## src/rtl/tc_pl_cap_sched.sv

```systemverilog
// Capture scheduler for the PL capture path.
// Each trigger runs REPEAT passes over N gain steps, with a gain-set handshake and then a data-capture handshake per step.
module tc_pl_cap_sched #(
  parameter int CAP0_1 = 3,
  parameter int CAP0_9 = 32,
  parameter int REP_W  = 8,
  parameter int TMO_W  = 24
) (
  input  logic              clk125,
  input  logic              rst,
  input  logic              cap_trig,
  input  logic              cap_abort,
  input  logic [CAP0_1-1:0] gain_number,
  input  logic [REP_W-1:0]  repeat_num,
  input  logic [TMO_W-1:0]  step_timeout,
  output logic [CAP0_1-2:0] gain_value,
  output logic              gain_en,
  input  logic              gain_cmpt,
  output logic              data_en,
  input  logic              data_cmpt,
  output logic              cap_cing,
  output logic              cap_cmpt,
  output logic              cap_err,
  output logic [1:0]        cap_err_code,
  output logic [REP_W-1:0]  rep_idx,
  output logic [CAP0_9-1:0] cap_time
);

  localparam logic [2:0] S_IDLE  = 3'd0;
  localparam logic [2:0] S_GREQ  = 3'd1;
  localparam logic [2:0] S_GWAIT = 3'd2;
  localparam logic [2:0] S_DREQ  = 3'd3;
  localparam logic [2:0] S_DWAIT = 3'd4;
  localparam logic [2:0] S_NEXT  = 3'd5;
  localparam logic [2:0] S_DONE  = 3'd6;
  localparam logic [2:0] S_ERR   = 3'd7;

  localparam logic [CAP0_1-1:0] N_ONE = {{(CAP0_1-1){1'b0}}, 1'b1};
  localparam logic [CAP0_1-1:0] N_MAX = {1'b1, {(CAP0_1-1){1'b0}}};
  localparam logic [REP_W-1:0]  R_ONE = {{(REP_W-1){1'b0}}, 1'b1};
  localparam logic [TMO_W-1:0]  W_ONE = {{(TMO_W-1){1'b0}}, 1'b1};

  logic [2:0]        state_q, state_d;
  logic [CAP0_1-1:0] n_q, n_d;
  logic [REP_W-1:0]  r_q, r_d;
  logic [TMO_W-1:0]  tmo_q, tmo_d;
  logic [TMO_W-1:0]  wd_q, wd_d;
  logic [CAP0_1-2:0] gain_value_q, gain_value_d;
  logic [REP_W-1:0]  rep_idx_q, rep_idx_d;
  logic [CAP0_9-1:0] cap_time_q, cap_time_d;
  logic [1:0]        err_code_q, err_code_d;
  logic              wd_expired;

  always_comb begin
    state_d      = state_q;
    n_d          = n_q;
    r_d          = r_q;
    tmo_d        = tmo_q;
    wd_d         = wd_q;
    gain_value_d = gain_value_q;
    rep_idx_d    = rep_idx_q;
    cap_time_d   = cap_time_q;
    err_code_d   = err_code_q;
    wd_expired   = (tmo_q != '0) && (wd_q == tmo_q);

    if (state_q != S_IDLE && cap_time_q != '1) cap_time_d = cap_time_q + 1'b1;

    // Abort overrides both completion and timeout; ERR is already on its way out.
    if (cap_abort && state_q != S_IDLE && state_q != S_ERR) begin
      state_d    = S_ERR;
      err_code_d = 2'd3;
    end else begin
      case (state_q)
        S_IDLE: if (cap_trig) begin
          if (gain_number == '0)        n_d = N_ONE;
          else if (gain_number > N_MAX) n_d = N_MAX;
          else                          n_d = gain_number;
          r_d          = (repeat_num == '0) ? R_ONE : repeat_num;
          tmo_d        = step_timeout;
          cap_time_d   = '0;
          err_code_d   = 2'd0;
          rep_idx_d    = '0;
          gain_value_d = '0;
          state_d      = S_GREQ;
        end
        S_GREQ: begin
          wd_d    = W_ONE;
          state_d = S_GWAIT;
        end
        S_GWAIT: begin
          if (gain_cmpt) state_d = S_DREQ;
          else if (wd_expired) begin
            state_d    = S_ERR;
            err_code_d = 2'd1;
          end else if (wd_q != '1) wd_d = wd_q + 1'b1;
        end
        S_DREQ: begin
          wd_d    = W_ONE;
          state_d = S_DWAIT;
        end
        S_DWAIT: begin
          if (data_cmpt) state_d = S_NEXT;
          else if (wd_expired) begin
            state_d    = S_ERR;
            err_code_d = 2'd2;
          end else if (wd_q != '1) wd_d = wd_q + 1'b1;
        end
        S_NEXT: begin
          if ({1'b0, gain_value_q} < n_q - N_ONE) begin
            gain_value_d = gain_value_q + 1'b1;
            state_d      = S_GREQ;
          end else if (rep_idx_q < r_q - R_ONE) begin
            gain_value_d = '0;
            rep_idx_d    = rep_idx_q + 1'b1;
            state_d      = S_GREQ;
          end else state_d = S_DONE;
        end
        S_DONE:  state_d = S_IDLE;
        default: state_d = S_IDLE;
      endcase
    end
  end

  always_ff @(posedge clk125) begin
    if (rst) begin
      state_q      <= S_IDLE;
      n_q          <= '0;
      r_q          <= '0;
      tmo_q        <= '0;
      wd_q         <= '0;
      gain_value_q <= '0;
      rep_idx_q    <= '0;
      cap_time_q   <= '0;
      err_code_q   <= '0;
    end else begin
      state_q      <= state_d;
      n_q          <= n_d;
      r_q          <= r_d;
      tmo_q        <= tmo_d;
      wd_q         <= wd_d;
      gain_value_q <= gain_value_d;
      rep_idx_q    <= rep_idx_d;
      cap_time_q   <= cap_time_d;
      err_code_q   <= err_code_d;
    end
  end

  assign gain_en      = (state_q == S_GREQ);
  assign data_en      = (state_q == S_DREQ);
  assign cap_cing     = (state_q != S_IDLE);
  assign cap_cmpt     = (state_q == S_DONE);
  assign cap_err      = (state_q == S_ERR);
  assign cap_err_code = err_code_q;
  assign gain_value   = gain_value_q;
  assign rep_idx      = rep_idx_q;
  assign cap_time     = cap_time_q;

endmodule

```

## config.mk

```make
export PLATFORM = sky130hd
export DESIGN_NAME = tc_pl_cap_sched
export DESIGN_NICKNAME = d
export VERILOG_FILES = /design/src/rtl/tc_pl_cap_sched.sv
export SDC_FILE = /design/constraint.sdc
export NUM_CORES = 1
export LEC_CHECK = 0
export BUFFER_PORTS_ARGS = -buffer_cell sky130_fd_sc_hd__buf_2
export CELL_PAD_IN_SITES_DETAIL_PLACEMENT = 1
export CELL_PAD_IN_SITES_GLOBAL_PLACEMENT = 1
export CORE_MARGIN = 1.5
export CORE_UTILIZATION = 30
export CTS_CLUSTER_SIZE = 20
export DETAILED_ROUTE_END_ITERATION = 6
export PLACE_DENSITY = 0.68
export SKIP_CTS_REPAIR_TIMING = 1
export SKIP_LAST_GASP = 1
export SLEW_MARGIN = 20
export SYNTH_ARGS = -nofsm -noshare
export SYNTH_HDL_FRONTEND = slang
export SYNTH_SLANG_ARGS = --single-unit
```

## constraint.sdc

```tcl
create_clock -name clk125 -period 3.14 [get_ports clk125]
set_input_delay 0.471 -clock clk125 [delete_from_list [all_inputs] [get_ports clk125]]
set_output_delay 0.471 -clock clk125 [all_outputs]
set_load 0.02 [all_outputs]
```

==> run summary, run 1 <==
The number of antenna violations at the first check in global routing came out at 0. The largest fanout of any net on the critical path came out at 9. The routed design has ~16000 um of wire. The clock transition time at the flip-flop clock pins of the worst setup and hold paths came out at ~70 ps. The delay contributed by the slowest stage of the critical path is around 550 ps. The sink count of the clock tree is about 110. The hold violation count in the final report came out at 0. The signal on the critical path passes through or4_1, nor2_1, xnor2_1, ha_1, a21o_1, nand2b_1, nor4_2, o32ai_4, nor4_1, xnor2_1, nor2_1. The post-synthesis register bit count came out at 106. The worst endpoint data arrival time came out at between 3000 and 4000 ps.

The root buffer cell chosen for the clock tree is sky130_fd_sc_hd__clkbuf_16. The pre-antenna-repair detailed-routing pass consisted of 6 iterations. The total area inside the core boundary comes to 0.01802 mm^2. The critical path is of the flip-flop to flip-flop type. The clock latency reported for the late side of the worst-skew pair is about 360 ps. The global-route wire length before repair came out at 26020 um. The number of max-capacitance violations reported came out at 0. The overflow left after global routing came out at 0.

The placed wire-length estimate after detailed placement came out at 11470 um. The share of the synthesized area in the top cell type came out at a little under two fifths. The simple-gate portion of the synthesized area came out at 29.29%.

The most common cell in the synthesized netlist is sky130_fd_sc_hd__nand2_1. The number of nets with antenna violations after detailed routing is 0. The detailed router finished its first iteration with 179 violations.

The total via count after detailed routing came out at a little over 5000. The die span in y is 138.8 um. The sequential fraction of the synthesis area came out at 38.36%.

The share of total power consumed by net switching came out at a little under two fifths. The die extent in x is around 140 um. Timing would allow up to between 300 and 400 MHz. The run finished with clean final reports. The number of levels in the clock H-tree came out at 3. The cell area after technology mapping is ~0.0055 mm^2. The average detailed-routed wire length per instance is between 15 and 20 um. The post-route fraction of the period consumed by the critical path is just over 90%. The number of synthesized flops with an enable pin is 0. For this run, design rule violations remaining after detail routing come to 0. The total I/O pin count is 90. The worst-case vdd ir drop came out at 0.0003306 V. The gate count after technology mapping is around 700. The most used flip-flop cell after synthesis is sky130_fd_sc_hd__dfxtp_1. The total of buffers placed on input and output ports is 89. The parity-gate share of the synthesized area counting xor and xnor cells came out at approximately an eighth. The number of synthesis warnings came out at 0. The fraction of the mapped netlist area in compound gates is roughly an eighth. The area overhead of the layout relative to synthesis came out at 18.64%. The slew at the pin with the worst max-slew slack is roughly 830 ps.

The routability congestion estimate came out at 0.8056. The async set-reset flop share out of synthesis is 0%. The share of total power in sequential cells came out at around two fifths.

The power share of the clock group came out at approximately 28%. The power per cell area came out at roughly 640 mW/mm^2. The dominant combinational cell family by area after synthesis is simple AND/OR/NAND/NOR gates.

The analysis attributes to cell leakage a power of around 2.6 nW. Setup violations remaining at the end of the flow were counted as 0. In this run, CTS created clock tree buffers numbering 9. The switching power of the nets came out at 1.558 mW. The share of layout cells above drive strength 1 is ~17%. The worst setup path is captured at a flip-flop. The tightest min-delay check is of the primary input to flip-flop type. The required time of the critical path came out at 3370 ps. The net count of the mapped netlist is about 750. After synthesis, the share of cell area in mux cells is approximately 1.1%. The count of final max-slew check failures came out at 0. After filler insertion, the fill cell instance count of the layout stands at roughly 2200. The final layout contains approximately 840 nets. In the routed layout, each cell is associated on average with a via count of 5.067. The initial core utilization came out at a little under a third. The synthesized netlist devotes 2.941% of its cell area to adder and majority cells.

Setup repair after global routing could not meet its margin everywhere. Entering global routing, the biggest net connects 46 pins. The via count of the first global-routing pass is about 5200.

In the post-synthesis netlist, the biggest area contributors are sky130_fd_sc_hd__dfxtp_1, sky130_fd_sc_hd__nand2_1, sky130_fd_sc_hd__xnor2_1. The routed design could run at a clock period as short as about 2900 ps. Global routing consumed, over all layers together, around 16% of the routing resources. The worst setup path is launched from a flip-flop. The cell-internal power is approximately 2.7 mW.

Combinational logic burns approximately 34% of the power. The count of cell types in the netlist came out at 55. In the synthesized netlist, the cells that appear most often are sky130_fd_sc_hd__nand2_1, sky130_fd_sc_hd__dfxtp_1, sky130_fd_sc_hd__nor2_1, sky130_fd_sc_hd__a21oi_1, sky130_fd_sc_hd__xnor2_1.

The total power of the final layout is about 4.2 mW. Setup slack closes at 222.5 ps. No sink is reached through more buffers than the 2 on the longest clock path. The worst slack at placement came out at 179.3 ps.

The cell taking the most area after synthesis is sky130_fd_sc_hd__dfxtp_1. The cell with the largest stage delay on the worst path is sky130_fd_sc_hd__or4_1. The mean cell area of the mapped netlist came out at 7.914 um^2. The site row count is about 50. The CTS tree is done. The headroom to the max-slew limit is 43.78%.

The area of the die came out at just under 0.02 mm^2. Between clock sinks in the finished design, the worst skew comes to between 7 and 8 ps.
[layout by cell type, fill, tap and decap left out, types with 5 or more instances in the layout]
cell,synthesis,layout
sky130_fd_sc_hd__nor3_1,24,24
sky130_fd_sc_hd__dfxtp_1,106,106
sky130_fd_sc_hd__a21oi_1,51,51
sky130_fd_sc_hd__nand3_1,25,25
sky130_fd_sc_hd__clkbuf_16,0,9
sky130_fd_sc_hd__o21ai_0,10,9
sky130_fd_sc_hd__ha_1,13,13
sky130_fd_sc_hd__xor2_1,38,38
sky130_fd_sc_hd__nor2_1,84,84
sky130_fd_sc_hd__or4_1,5,5
sky130_fd_sc_hd__buf_2,7,89
sky130_fd_sc_hd__nand4_1,21,21
sky130_fd_sc_hd__nor4_1,25,24
sky130_fd_sc_hd__nor2b_1,7,7
sky130_fd_sc_hd__inv_1,19,19
sky130_fd_sc_hd__xnor2_1,41,41
sky130_fd_sc_hd__buf_4,0,17
sky130_fd_sc_hd__and4_1,5,5
sky130_fd_sc_hd__and3_1,9,9
sky130_fd_sc_hd__a31oi_1,5,5
sky130_fd_sc_hd__or3_1,8,8
sky130_fd_sc_hd__a2111oi_0,6,5
sky130_fd_sc_hd__nand2_1,107,107
[logic make-up after synthesis]
family                     after synthesis
muxes                                    6
buffers and inverters                   53
DFF                                    106
xor gates and xnor gates                79
and+or+nand+nor                        338
AOI/OAI and AO/OA                      104
adders and majority gates               13
[per-stage QoR]
| stage | TNS (ps) | cell area [um^2] | hold slack [ps] | cells | utilization [%] |
|---|---|---|---|---|---|
| 2_1_floorplan | 0 | 5532 | 431.9 | 699 | - |
| 3_3_place_gp | 0 | 6247 | 448.1 | 1000 | 34.66 |
| 3_5_place_dp | 0 | 6247 | 460.0 | 1000 | 34.66 |
| 4_1_cts | 0 | 6541 | 336.1 | 1015 | 36.29 |
| 5_1_grt | -33.99 | 6560 | 340.3 | 1015 | 36.39 |
| 6_report | 0 | 6563 | 348.3 | 1016 | 36.41 |
[power by group through the flow]
stage                     logic [mW]  clock network [mW]  registers (mW)
after floorplan                 1.02                   0            1.62
after global placement          1.41                   0            1.66
after detailed placement        1.42                   0            1.66
after CTS                       1.43                1.21            1.63
after global routing            1.60                1.24            1.66
final                           1.42                1.16            1.63
[path summary, 6_finish.rpt]
| check | endpoint | slack (ps) | start | cells past startpoint |
|---|---|---|---|---|
| setup / recovery | rep_idx[7]$_SDFFE_PP0P_ | 220 | r_q[2]$_SDFFE_PP0P_ | 11 |
| hold / removal | tmo_q[13]$_SDFFE_PP0P_ | 350 | step_timeout[13] | 3 |
| setup reg to reg | rep_idx[7]$_SDFFE_PP0P_ | 220 | r_q[2]$_SDFFE_PP0P_ | 11 |
| hold reg to reg | n_q[1]$_SDFFE_PP0P_ | 460 | n_q[1]$_SDFFE_PP0P_ | 2 |
[critical path, delay by kind of cell, from the launching register on]
kind	cells	cell delay (ps)
DFF	1	350
and+or+nand+nor	6	1480
AOI/OAI and AO/OA	2	350
adders and majority gates	1	300
xor gates and xnor gates	2	300
[metal layers]
| metal | vias up | share of wire, % | track usage (%) |
|---|---|---|---|
| li1 | 2595 | - | - |
| met3 | 18 | 3.2 | 3.177 |
| met4 | 0 | 1.7 | 5.482 |
| met2 | 77 | 48 | 27.49 |
| met5 | - | 0 | 0 |
| met1 | 2458 | 47 | 21.23 |
[layout make-up]
cell class / count / area (um^2) / share of cell area (%)
repair buffers: 106 / 573.1 / 8.732
flip-flops and latches: 106 / 2122 / 32.34
inverters: 19 / 71.32 / 1.087
diodes: 1 / 2.502 / 0.03813
clock buffers: 12 / 246.5 / 3.756
clock inverters: 3 / 47.55 / 0.7245
well taps: 229 / 286.5 / 4.366
multi-input cells: 540 / 3213 / 48.96
[flip-flops by register name, summed over array words and instances (netlist names)]
register      cells
cap_time         32
tmo_q            24
wd_q             24
r_q               8
rep_idx           8
n_q               3
state_q           3
cap_err_code      2
gain_value        2
(Power assumes the default switching activity.)
==> inputs of run 2 (changes only) <==
--- a/config.mk
+++ b/config.mk
@@ -5,6 +5,7 @@
 export SDC_FILE = /design/constraint.sdc
 export NUM_CORES = 1
 export LEC_CHECK = 0
+export ABC_AREA = 1
 export BUFFER_PORTS_ARGS = -buffer_cell sky130_fd_sc_hd__buf_2
 export CELL_PAD_IN_SITES_DETAIL_PLACEMENT = 1
 export CELL_PAD_IN_SITES_GLOBAL_PLACEMENT = 1
@@ -12,7 +13,7 @@
 export CORE_UTILIZATION = 30
 export CTS_CLUSTER_SIZE = 20
 export DETAILED_ROUTE_END_ITERATION = 6
-export PLACE_DENSITY = 0.68
+export PLACE_DENSITY = 0.69
 export SKIP_CTS_REPAIR_TIMING = 1
 export SKIP_LAST_GASP = 1
 export SLEW_MARGIN = 20
==> run 2 against run 1 <==
  * Non-clock buffer count decreased by 7
  * Register-to-register slack improved by 560 ps
  * Sequential cell count unchanged
  * Combinational power increased by 54%
  * Via count increased by 23%
  * Clock skew increased by 1.6 ps
  * Routed wire length increased by 22%
==> run summary, run 2 <==
TritonCTS built the clock tree. For the final routed database, the setup TNS stands at 0 ps. The first global-routing pass estimated between 30000 and 40000 um of wire. The deepest clock path buffer count is 2. The cell area after technology mapping is ~0.0063 mm^2. The total core area came out at ~0.020 mm^2.

The routability congestion estimate is about 0.80. The number of placed instances, taps included is 1289. The clock transition time at the flip-flop clock pins of the worst setup and hold paths is 80 ps. Sorting the synthesized cells by how often they occur yields sky130_fd_sc_hd__nand2_1, sky130_fd_sc_hd__nor2_1, sky130_fd_sc_hd__dfxtp_1, sky130_fd_sc_hd__inv_1, sky130_fd_sc_hd__nand3_1. The worst flop-to-flop path startpoint is r_q[0]$_SDFFE_PP0P_. The number of vias per cell came out at roughly 4.9. On the final layout, the worst clock skew is 8.939 ps.

The die extent in x came out at between 100 and 150 um. The initial core utilization is between 30% and 40%. Power spread over the standard cell area amounts to between 700 and 800 mW/mm^2. The share of layout cells above drive strength 1 is a little over an eighth. The post-route fraction of the period consumed by the critical path is 75.10%. Counting the fill cells in the layout gives around 2700. The share of the synthesized area in the top cell type came out at about 34%.

In this run, the number of DRC markers left after iteration 0 of detailed routing was about 300. For this design, the slowest cell found on the critical path is sky130_fd_sc_hd__dfxtp_1. The worst setup path is of the flip-flop to flip-flop kind. The count of cells in the finished layout, fillers not included, comes to approximately 1300. During synthesis, Yosys emitted a total of 0 warnings. The total via count after detailed routing is about 6300. The tree built by TritonCTS fans out to ~110 sinks. Global routing consumed, over all layers together, between 10% and 20% of the routing resources. The synthesized design contains 106 register bits. The delay contributed by the slowest stage of the critical path is about 310 ps.

The library cells used most frequently in the layout, excluding fill and tap cells, are sky130_fd_sc_hd__nand2_1, sky130_fd_sc_hd__nor2_1, sky130_fd_sc_hd__dfxtp_1. The total of endpoints with negative setup slack in the final report came out at 0. For this run, the top clock speed supported by timing is ~420 MHz.

Counting flops with an async set or reset pin after synthesis yields a share of 0%. The slew at the pin with the worst max-slew slack came out at approximately 620 ps. In this run the worst setup path terminates at rep_idx[3]$_SDFFE_PP0P_. Sorting the synthesized cells by area gives the leading types as sky130_fd_sc_hd__dfxtp_1, sky130_fd_sc_hd__nand2_1, sky130_fd_sc_hd__nor2_1. The commonest non-fill, non-tap cell in the layout is sky130_fd_sc_hd__nand2_1. In this run the remaining antenna-violating nets after routing total 0. The clock latency reported for the late side of the worst-skew pair is 360 ps. Among cell families on the critical path, the largest total delay comes from simple AND/OR/NAND/NOR gates. The mean cell area of the mapped netlist is around 6.6 um^2.

Data on the critical path arrives at its endpoint at approximately 2700 ps. The initialized floorplan defines 52 standard-cell rows. The die span in y came out at 148.2 um.

After detailed routing, the total wire length is roughly 19000 um. The most common flop cell mapped by yosys is sky130_fd_sc_hd__dfxtp_1. The leakage component of the power is between 2 and 3 nW.

The count of buffering cells on the critical path with inverters included is 2. The setup slack on the worst flop-to-flop path came out at between 700 and 800 ps. STA classifies the critical path startpoint as a flip-flop. The worst hold path class is primary input to flip-flop. The largest total area in the synthesized netlist belongs to sky130_fd_sc_hd__dfxtp_1. STA classifies the critical path endpoint as a flip-flop.

The total of buffers placed on input and output ports is 89. The flow ran to the end, and the final reports show no timing, DRC or antenna violations. The total power of the final layout is approximately 5.2 mW. The number of levels in the clock H-tree is 3. The number of cells on the critical path is 15.

In the post-synthesis netlist, the cell with the most instances is sky130_fd_sc_hd__nand2_1. The number of antenna violations at the first check in global routing is 0. Traced cell by cell, the critical path runs through inv_1, ha_1, nand2_1, nor3_1, xor2_1, ha_1, nand2_1, o21a_1, nand2_1, nand2_1, nand2_2, clkinv_2, nand2_1, nand3_1, nor2_1.

The most frequent cell on the critical path is sky130_fd_sc_hd__nand2_1. The launch point of the worst path is r_q[0]$_SDFFE_PP0P_. For this design the top-level I/O count stands at 90. The register with the most flip-flops in the layout has 32 of them.

The count of cell types in the netlist is 37. The sequential fraction of the synthesis area came out at 33.56%. The hold violation count in the final report is 0. Yosys mapped a number of flops with a built-in enable equal to 0.

The via count of the first global-routing pass came out at 6203. Setup repair after global routing left no endpoint under its margin. In the synthesized netlist, the number of instances is between 900 and 1000. The cell at the root of the clock tree is sky130_fd_sc_hd__clkbuf_16.

The headroom to the max-slew limit came out at approximately 58%. The worst reg-to-reg path cell count is 15. The overflow left after global routing came out at 0. The maximum number of pins on one net before global-route repair is 43.

The worst-case vdd ir drop is ~0.00034 V. The DRC violations left came out at 0. The final layout contains about 1100 nets. The area overhead of the layout relative to synthesis is 14.88%.

The number of search-and-repair iterations in the first detailed-routing pass came out at 4. The smallest clock period supported by the final layout is computed as 2358 ps. The average detailed-routed wire length per instance is 14.57 um. The count of inserted antenna diode cells is 0. The wire-length estimate of the detail-placed layout is about 14000 um.

The net count of the mapped netlist came out at between 1000 and 1500. The number of clock buffers added by TritonCTS is 9. In this run the critical register-to-register path is captured at rep_idx[3]$_SDFFE_PP0P_.

For the worst setup path, the data required time is 3450 ps. The number of max-capacitance violations reported came out at 0. The cell depth of the worst min-delay path came out at 3. In this run the worst path has a maximum fanout of 9. The die covers approximately 0.022 mm^2.

The count of final max-slew check failures is 0. The worst hold slack is between 300 and 400 ps.
run 2: cell count changes after synthesis, sizes merged, moves of 9 or more:
| cell | previous run | this run |
|---|---|---|
| nor2 | 84 | 194 |
| nand2 | 107 | 211 |
| inv | 19 | 78 |
| nand3 | 25 | 65 |
| o21ai | 13 | 43 |
| nor4 | 26 | 4 |
| nor3 | 24 | 39 |
| or3 | 9 | 0 |
run 2: worst min-delay path by stage:
stage	from	to
2_1_floorplan	r_q[7]$_SDFFE_PP0P_	r_q[7]$_SDFFE_PP0P_
3_3_place_gp	r_q[7]$_SDFFE_PP0P_	r_q[7]$_SDFFE_PP0P_
3_5_place_dp	r_q[7]$_SDFFE_PP0P_	r_q[7]$_SDFFE_PP0P_
4_1_cts	step_timeout[11]	tmo_q[11]$_SDFFE_PP0P_
5_1_grt	step_timeout[11]	tmo_q[11]$_SDFFE_PP0P_
6_report	step_timeout[0]	tmo_q[0]$_SDFFE_PP0P_
run 2: worst register-to-register path, stage by stage, from the launching register on:
cell	delay, ps
sky130_fd_sc_hd__dfxtp_1	310
sky130_fd_sc_hd__inv_1	120
sky130_fd_sc_hd__ha_1	200
sky130_fd_sc_hd__nand2_1	100
sky130_fd_sc_hd__nor3_1	190
sky130_fd_sc_hd__xor2_1	110
sky130_fd_sc_hd__ha_1	280
sky130_fd_sc_hd__nand2_1	60
sky130_fd_sc_hd__o21a_1	180
sky130_fd_sc_hd__nand2_1	110
sky130_fd_sc_hd__nand2_1	70
sky130_fd_sc_hd__nand2_2	170
sky130_fd_sc_hd__clkinv_2	160
sky130_fd_sc_hd__nand2_1	90
sky130_fd_sc_hd__nand3_1	60
sky130_fd_sc_hd__nor2_1	100
run 2: final cells by class:
class                           count  area (um^2)  area share [%]
Clock buffer                        9        225.2           3.101
Clock inverter                      7        53.80          0.7407
Inverter                           79        297.8           4.100
Multi-Input combinational cell    735         3706           51.02
Sequential cell                   106         2122           29.22
Tap cell                          270        337.8           4.651
Timing Repair Buffer               99        520.5           7.166
run 2: power breakdown:
| part | internal (mW) | total, mW | leakage [nW] | switching, mW |
|---|---|---|---|---|
| Sequential | 1.60 | 1.89 | 0.864 | 0.291 |
| Combinational | 0.720 | 2.19 | 1.93 | 1.47 |
| Clock | 0.547 | 1.13 | 0.134 | 0.585 |
| Total | 2.87 | 5.22 | 2.92 | 2.35 |
run 2: through the flow:
stage,worst slack (ps),utilization (%),instance area (um^2)
detailed placement,778.8,34.19,6984
floorplan,1106,-,6322
global route,480.9,35.55,7263
finish,782.0,35.55,7263
global placement,790.7,34.19,6984
CTS,755.0,35.55,7263
run 2: layer usage:
| metal | routed length (um) | GRT usage, % | vias to the layer above |
|---|---|---|---|
| met5 | 0 | 0 | - |
| met2 | 8652 | 29.02 | 92 |
| met4 | 241 | 5.149 | 0 |
| met1 | 9581 | 25.21 | 3001 |
| li1 | - | - | 3226 |
| met3 | 540 | 2.301 | 14 |
run 2: cells by family (layout without fill, tap and decap cells):
kind of cell | after synthesis | in the layout | synth area share [%]
buffers and inverters | 119 | 194 | 7.817
xor gates and xnor gates | 69 | 69 | 9.559
and+or+nand+nor | 544 | 544 | 37.26
DFF | 106 | 106 | 33.56
adders and majority gates | 13 | 13 | 2.573
AOI/OAI and AO/OA | 109 | 109 | 9.222
